$ cat src/rtl/mem_port_arbiter.sv
// Two-requester arbiter for the data side (read port A + write port) of the 256x8 RAM.
// Build option MEM_ARB_RR_EN: round-robin among unlocked requesters instead of fixed port-0 priority.
module mem_port_arbiter #(
    parameter int AW = 8,
    parameter int DW = 8
) (
    input  logic          clk,
    input  logic          async_rst_n,
    input  logic [1:0]    req_valid,
    input  logic [1:0]    req_we,
    input  logic [1:0]    req_lock,
    input  logic [AW-1:0] req_addr0,
    input  logic [AW-1:0] req_addr1,
    input  logic [DW-1:0] req_wdata0,
    input  logic [DW-1:0] req_wdata1,
    output logic [1:0]    req_ready,
    output logic [1:0]    rsp_valid,
    output logic [DW-1:0] rsp_rdata,
    output logic          mem_read_en,
    output logic [AW-1:0] mem_addr_read,
    output logic          mem_write_en,
    output logic [AW-1:0] mem_addr_write,
    output logic [DW-1:0] mem_wdata,
    input  logic [DW-1:0] mem_rdata,
    output logic [1:0]    grant_owner
);

    localparam logic [1:0] ST_UNLOCKED = 2'd0;
    localparam logic [1:0] ST_LOCKED0  = 2'd1;
    localparam logic [1:0] ST_LOCKED1  = 2'd2;

    logic [1:0]    state_q, state_d;
    logic          rd_pend_q, rd_pend_d;
    logic          rd_owner_q, rd_owner_d;

    logic [1:0]    grant;
    logic          xfer;
    logic          sel;
    logic          sel_we;
    logic          sel_lock;
    logic [AW-1:0] sel_addr;
    logic [DW-1:0] sel_wdata;

`ifdef MEM_ARB_RR_EN
    logic          last_grant_q, last_grant_d;
`endif

    // Grant is purely combinational so a requester sees ready in the cycle it asks.
    always_comb begin
        grant = 2'b00;
        if (async_rst_n) begin
            case (state_q)
                ST_LOCKED0: grant[0] = req_valid[0];
                ST_LOCKED1: grant[1] = req_valid[1];
                default: begin
`ifdef MEM_ARB_RR_EN
                    if (&req_valid) begin
                        grant = last_grant_q ? 2'b01 : 2'b10;
                    end else begin
                        grant = req_valid;
                    end
`else
                    grant[0] = req_valid[0];
                    grant[1] = req_valid[1] & ~req_valid[0];
`endif
                end
            endcase
        end
    end

    // Port 0 is the default mux leg so idle cycles still present its address/data.
    always_comb begin
        xfer      = |grant;
        sel       = grant[1];
        sel_we    = sel ? req_we[1]   : req_we[0];
        sel_lock  = sel ? req_lock[1] : req_lock[0];
        sel_addr  = sel ? req_addr1   : req_addr0;
        sel_wdata = sel ? req_wdata1  : req_wdata0;
    end

    always_comb begin
        req_ready      = grant;
        mem_read_en    = xfer & ~sel_we;
        mem_write_en   = xfer &  sel_we;
        mem_addr_read  = async_rst_n ? sel_addr  : '0;
        mem_addr_write = async_rst_n ? sel_addr  : '0;
        mem_wdata      = async_rst_n ? sel_wdata : '0;
    end

    always_comb begin
        state_d    = state_q;
        rd_pend_d  = xfer & ~sel_we;
        rd_owner_d = sel;
        if (xfer) begin
            if (sel_lock) begin
                state_d = sel ? ST_LOCKED1 : ST_LOCKED0;
            end else begin
                state_d = ST_UNLOCKED;
            end
        end
    end

`ifdef MEM_ARB_RR_EN
    always_comb begin
        last_grant_d = last_grant_q;
        if (xfer) begin
            last_grant_d = sel;
        end
    end

    // Reset value 1 lets port 0 win the first tie.
    always_ff @(posedge clk or negedge async_rst_n) begin
        if (!async_rst_n) begin
            last_grant_q <= 1'b1;
        end else begin
            last_grant_q <= last_grant_d;
        end
    end
`endif

    always_ff @(posedge clk or negedge async_rst_n) begin
        if (!async_rst_n) begin
            state_q    <= ST_UNLOCKED;
            rd_pend_q  <= 1'b0;
            rd_owner_q <= 1'b0;
        end else begin
            state_q    <= state_d;
            rd_pend_q  <= rd_pend_d;
            rd_owner_q <= rd_owner_d;
        end
    end

    // RAM read data is passed straight through; the tag only steers the valid bit.
    always_comb begin
        rsp_valid   = {rd_pend_q & rd_owner_q, rd_pend_q & ~rd_owner_q};
        rsp_rdata   = rd_pend_q ? mem_rdata : '0;
        grant_owner = {state_q == ST_LOCKED1, state_q == ST_LOCKED0};
    end

endmodule

$ cat config.mk
export PLATFORM = sky130hd
export DESIGN_NAME = mem_port_arbiter
export DESIGN_NICKNAME = d
export VERILOG_FILES = /design/src/rtl/mem_port_arbiter.sv
export SDC_FILE = /design/constraint.sdc
export NUM_CORES = 1
export LEC_CHECK = 0
export ABC_AREA = 1
export CAP_MARGIN = 15
export CORE_ASPECT_RATIO = 1.75
export CORE_UTILIZATION = 26
export DETAILED_ROUTE_END_ITERATION = 12
export PLACE_DENSITY = 0.73
export REMOVE_ABC_BUFFERS = 1
export SLEW_MARGIN = 10
export SYNTH_ARGS = -nofsm -noshare
export SYNTH_HDL_FRONTEND = slang
export SYNTH_SLANG_ARGS = --single-unit
$ cat constraint.sdc
create_clock -name clk -period 1.77 [get_ports clk]
set_input_delay 0.354 -clock clk [delete_from_list [all_inputs] [get_ports clk]]
set_output_delay 0.354 -clock clk [all_outputs]
set_load 0.01 [all_outputs]
==> results of run 1 <==
flip-flops by register name, summed over array words and instances, names as in the netlist:
name        flops
rd_owner_q      1
rd_pend_q       1
state_q         2
per-layer routing:
layer  share of wire [%]  wire [um]  global-route usage [%]  up-vias
met5                   0          0                       0        -
met4                0.47         16                    3.53        0
met3                 3.4        117                   0.690        2
met2                  62       2110                    36.6       33
met1                  34       1160                    19.3      577
li1                    -          -                       -      649
placed cells by master (no fill, tap or decap), types with 2 or more instances in the layout:
cell,netlist,final
inv_1,36,33
buf_16,0,2
a21oi_1,17,10
buf_2,2,23
nand2_2,1,5
nand3_2,10,16
buf_12,0,3
dlygate4sd2_1,0,12
clkbuf_8,0,3
nand2_1,33,27
buf_4,9,13
nor2_2,1,6
nand3_4,0,2
buf_6,3,9
nand2_4,1,2
nand3_1,11,3
nor2_4,0,4
dfrtp_1,4,3
inv_2,0,3
clkdlybuf4s50_1,0,46
a21oi_2,0,6
nor2_1,19,10
logic make-up after synthesis:
kind of cell             count (synthesis)  share of synthesized area, %
AND/OR/NAND/NOR                         77                          45.3
buffers and inverters                   53                          29.6
AO/OA/AOI/OAI                           18                          10.6
flip-flops                               4                          11.5
adder cells (fa/ha/maj)                  2                          2.88
layout make-up:
class	instances	area [sq um]
clock buffer	3	41.3
fill	303	1110
inverter	36	135
multi-input combinational	97	689
sequential	4	101
tap	43	53.8
timing repair buffer	111	1050
where the power goes:
| group | switching (mW) | internal (mW) | total, mW | leakage, nW |
|---|---|---|---|---|
| Combinational | 0.866 | 0.953 | 1.82 | 1.05 |
| Clock | 0.0407 | 0.144 | 0.185 | 0.0216 |
| Sequential | 0.0359 | 0.127 | 0.163 | 0.0505 |
path summary, 6_finish.rpt:
check	to	slack, ns	depth (start not counted)
setup / recovery	mem_addr_write[7]	-0.29	8
hold / removal	state_q[0]	0.24	2
setup reg to reg	state_q[0]	0.27	9
hold reg to reg	state_q[1]	0.67	3
max in group asynchronous	rd_pend_q	1.41	2
min in group clk	state_q[1]	0.67	3
worst max-delay path, cell delays in order (launching register included):
cell and delay, ns:
dfrtp_1 0.40, ha_4 0.30, buf_6 0.11, nand2_8 0.09, buf_16 0.17, nand3_2 0.08, nand2_2 0.05, nor2_2 0.12
buf_2 0.16
stage by stage:
step                TNS [ns]  instances  util (%)  setup WS (ns)  hold slack, ns
CTS                    -6.31        292      60.0         -0.298           0.238
finish                 -6.34        294      65.1         -0.290           0.239
floorplan              -4.09        137         -         -0.287          0.0584
global placement      -16.81        285      58.1         -0.652           0.617
global route           -7.99        294      65.1         -0.352           0.252
detailed placement    -17.16        285      58.1         -0.679           0.622
timing repair:
action,4_1_cts,5_1_grt
gates resized for setup,151,32
setup endpoints to repair,39,28
buffers inserted,2,1
endpoints found under the hold margin,0,0
pin swaps,12,14
gates cloned,2,1
==> impl_results.md, run 1 <==
* Run status: finished with violations
* Failing checks: negative setup slack
* Drt first pass iters at 4
* Gr usage total at between 10% and 20%
* Core box area at 3180 sq um
* Antenna violations before repair at 0
* Final Hold Fails at 0
* Setup-failing EPs final at 27
* Final min period at just over 2 ns
* Crit end category: output port
* WP data arrival at about 1.7 ns
* Row cnt at 27
* Area leader, netlist: inv_1
* Primary FF master, synth: dfrtp_1
* Unrepaired setup endpoints after global routing: true
* Clk_lat worst skew at roughly 0.21 ns
* # port buffers at 87
* Peak VDD IR at 772 uV
* Crit Path Max Fanout at 8
* Pwr Total at approximately 2.2 mW
* Total Wirelength at 3410 um
* Area share of the largest cell type after synthesis at 15.5%
* Cts bufs inserted at 3
* Hold Crit Class: in -> async
* Setup Crit Path Kind: reg -> out
* Final Cycle Share at 116%
* Longest Clk Path Bufs at 2
* Synth async-reset ratio at 100%
* CTS clk-pin slew, worst paths at 0.03 ns
* Startpoint Class: register
* Area Growth Syn to Fin at 138%
* Post-synth top cells: 36 x inv_1, 33 x nand2_1, 19 x nor2_1, 17 x a21oi_1, 11 x nand3_1
* Cts hold-fix bufs at 0
* Slew margin rel. at 83.2%
* Worst setup margin at -0.290 ns
* Via density at 4.29
* ANT cells at 0
* RR Startpoint: state_q[1]
* Starting DRC count in detailed routing at 17
* Layout cell share with drive strength beyond 1 at between 40% and 50%
* Leak at 1.12 nW
* Vert. Die Dim at approximately 80 um
* #FFs+latches synth at 4
* Placed Area at 1840 sq um
* Post-Syn Instances at 154
* Worst Skew at 0.00305 ns
* Post-DP HPWL at between 2000 and 2500 um
* Gpl congestion at 0.772
* Post-synth EDFFs at 0
* # nets final at 303
* Sequential area share after synthesis at around 12%
* Avg Inst Size Synth at around 5.6 sq um
* First-pass GRT wire length at 5030 um
* Wire per inst at between 10 and 15 um
* Initial core utilization at 27.4%
* Max-Cap Viols at 0
* Detailed-route via count at 1261
* H-tree depth at 1
* Clk root buf: clkbuf_8
* CTS sink count at 4
* Post-Syn Area at around 870 sq um
* Post-route cell area at 2070 sq um
* Fmax achieved at 0.486 GHz
* Vias in the first global route at 1194
* Setup crit start: state_q[1]
* Top-count cell post-synth: inv_1
* Fin. max-slew vios at 0
* Die area at between 3000 and 4000 sq um
* Yosys warning count at 0
* Worst Tran Pin Value at between 0.2 and 0.3 ns
* Distinct cells, synth at 18
* DRT antenna net count at 0
* # IOs at 88
* Die width at 45.7 um
* Top post-synthesis cells by area: inv_1 16%, nand2_1 14%, dfrtp_1 12%
* Pin count of the biggest net entering global routing at 16
* Total gr overflow at 0
* Worst path required time at 1.42 ns
* DRC violations left at 0
* P per Cell Area at between 1000 and 1500 nW/um^2
* CTS tree: done
Power figures use the tool's default switching activity.
==> run 2, diff against run 1 <==
Settings changed: CORE_UTILIZATION 26 to 23, PLACE_DENSITY 0.73 to 0.66.
==> run 2 against run 1 <==
  * The flow still finishes with violations (negative setup slack)
  * Die area increased by 13%
  * Final cell count decreased by 0.34%
  * Register-to-register slack improved by 0.02 ns
  * Clock skew decreased by 0.0028 ns
  * Via count decreased by 2.1%
  * Critical path type unchanged
  * Largest cell class unchanged
==> impl_results.md, run 2 (synthesized netlist as in run 1, its figures left out) <==
* Setup-failing EPs final at 26 (-3.7%)
* Final min period at 1.99 ns (-0.0721 ns)
* Hold_ws at 0.416 ns (+0.177 ns)
* First-pass GRT wire length at 4930 um (-1.9%)
* Pin count of the biggest net entering global routing at 23 (+7)
* Starting DRC count in detailed routing at 7 (-10)
* Hold Crit Class: in -> async
* Met1 Use GR at 15.3% (-4.0 points)
* Switching power total at 827 uW (-12%)
* Layout cell share with drive strength beyond 1 at 35.2% (-6.2 points)
* P per Cell Area at 952 nW/um^2 (-9.1%)
* Worst setup margin at -0.218 ns (+0.0721 ns)
* Vias in the first global route at 1152 (-3.5%)
* Unrepaired setup endpoints after global routing: true
* Final Cycle Share at 112% (-4.1 points)
* # port buffers at 87 (unchanged)
* DRC violations left at 0 (unchanged)
* Wire per inst at 10.5 um (-9.3%)
* Cts bufs inserted at 3 (unchanged)
* Fin Setup TNS at -5.03 ns (+1.31 ns)
* CP Cell Sequence: inv_2 > ha_4 > nor2_4 > nor2_8 > buf_12 > a21oi_1 > nor2_2 > buf_2
* Logic pwr share at 80.6% (-3.3 points)
* Leak at 1.06 nW (-5.8%)
* GR peak layer: met2
* ANT cells at 0 (unchanged)
* Gr usage total at 15.3% (-2.9 points)
* CP bufs+invs at 3 (unchanged)
* Core box area at 3630 sq um (+14%)
* Initial core utilization at 24.0% (-3.4 points)
* Worst Skew at 0.000256 ns (-0.00279 ns)
* H-tree depth at 1 (unchanged)
* Area Growth Syn to Fin at 116%
* Fin. max-slew vios at 0 (unchanged)
* Fmax achieved at 0.503 GHz (+3.6%)
* Largest registers: state_q: 2 flops, rd_owner_q: 1 flops, rd_pend_q: 1 flops
* CTS tree: done
* Crit end category: output port
* CP delay by family, top: buffers and inverters
* Detailed-route via count at 1234 (-2.1%)
* Row cnt at 29 (+7.4%)
* Max-Cap Viols at 0 (unchanged)
* Met2 Usage GRT at 31.0% (-5.6 points)
* CP max-delay cell: dfrtp_1
* Worst Tran Pin Value at 0.190 ns (-0.0617 ns)
* Worst path required time at 1.42 ns (about the same)
* Post-route non-filler standard cell count at 293 (-0.34%)
* Startpoint Class: register
* Setup Crit Path Kind: reg -> out
* # nets final at 299 (-1.3%)
* Total Wirelength at 3080 um (-9.6%)
* Peak VDD IR at 545 uV (-29%)
* RR Startpoint: state_q[0]
* Clk_lat worst skew at 0.22 ns (about the same)
* Failing checks: negative setup slack
* DRT antenna net count at 0 (unchanged)
* Cts hold-fix bufs at 0 (unchanged)
* Most frequent cells in the layout: 48 x clkdlybuf4s50_1, 32 x inv_1, 31 x nand2_1
* FF/Latch Area at 101 sq um (unchanged)
* Fillers at 372 (+23%)
* Multi-input logic area at 606 sq um (-12%)
* Clk pwr share at 10.7% (+2.2 points)
* Final Hold Fails at 0 (unchanged)
* Vert. Die Dim at 83.3 um (+6.2%)
* Placed instance count at 285 (unchanged)
* Commonest non-fill, non-tap cell in the layout: clkdlybuf4s50_1
* Run status: finished with violations
* Top reg by flops: state_q
* WP data arrival at 1.63 ns (-0.08 ns)
* Antenna violations before repair at 0 (unchanged)
* Setup crit start: state_q[0]
* Post-DP HPWL at 2380 um (-4.2%)
* Via density at 4.21 (-1.8%)
* Slew margin rel. at 87.3% (+4.1 points)
* Die width at 48.5 um (+6.0%)
* CTS sink count at 4 (unchanged)
* Longest Clk Path Bufs at 2 (unchanged)
* Gpl congestion at 0.794 (+2.9%)
* Total gr overflow at 0 (unchanged)
* Slowest cell delay on critical path at 0.36 ns (-0.04 ns)
* Int Pwr at 959 uW (-22%)
* Drt first pass iters at 6 (+2)
* CTS clk-pin slew, worst paths at 0.03 ns (about the same)
* Sw frac at 46.3% (+2.8 points)
* Seq pwr share at 8.7% (+1.2 points)
* Clk root buf: clkbuf_8
* Die area at 4040 sq um (+13%)
* Crit Path Max Fanout at 18 (+10)
* # IOs at 88 (unchanged)
* Number of flip-flops in the largest register at 2 (unchanged)
* Met3 GRT Util at 2.75% (+2.1 points)
run 2: routing by layer:
| layer | routed length, um | vias up |
|---|---|---|
| li1 | - | 640 |
| met3 | 219 | 4 |
| met5 | 0 | - |
| met2 | 1700 | 55 |
| met1 | 1130 | 535 |
| met4 | 25 | 0 |
run 2: worst paths after layout:
| kind | endpoint | slack (ns) | cells after the start |
|---|---|---|---|
| min in group clk | state_q[1] | 0.66 | 3 |
| max in group asynchronous | rd_pend_q | 1.22 | 3 |
| min | state_q[0] | 0.42 | 3 |
| min reg2reg | state_q[1] | 0.66 | 3 |
| max | mem_addr_write[0] | -0.22 | 8 |
| max reg2reg | rd_pend_q | 0.29 | 9 |
run 2: metrics by stage:
| step | cell area [sq um] | power, mW | worst slack, ns | util [%] |
|---|---|---|---|---|
| floorplan | 747 | 0.738 | -0.287 | - |
| global placement | 1830 | 1.47 | -0.641 | 50.3 |
| detailed placement | 1830 | 1.48 | -0.657 | 50.3 |
| CTS | 1810 | 1.72 | -0.232 | 50.0 |
| global route | 1880 | 1.92 | -0.306 | 51.7 |
| finish | 1880 | 1.79 | -0.218 | 51.7 |
run 2: layout make-up:
class / count / area share, %
Timing Repair Buffer: 107 / 49.8
Multi-Input combinational cell: 97 / 32.3
Inverter: 36 / 7.20
Sequential cell: 4 / 5.40
Tap cell: 46 / 3.07
Clock buffer: 3 / 2.20
run 2: power by group through the flow:
stage,logic [mW],clock network [mW],registers [mW]
floorplan,0.588,0,0.150
global placement,1.31,0,0.155
detailed placement,1.32,0,0.156
CTS,1.37,0.192,0.162
global route,1.57,0.197,0.159
finish,1.44,0.191,0.155
run 2: tightest hold or removal path, delay by kind of cell:
kind                   cells  cell delay (ns)
buffers and inverters      3             0.60
run 2: timing repair:
action                     in CTS  in global routing
setup endpoints to repair      37                 30
gates resized for setup       141                 14
setup buffers                   3                  2
pin swaps                       2                  3
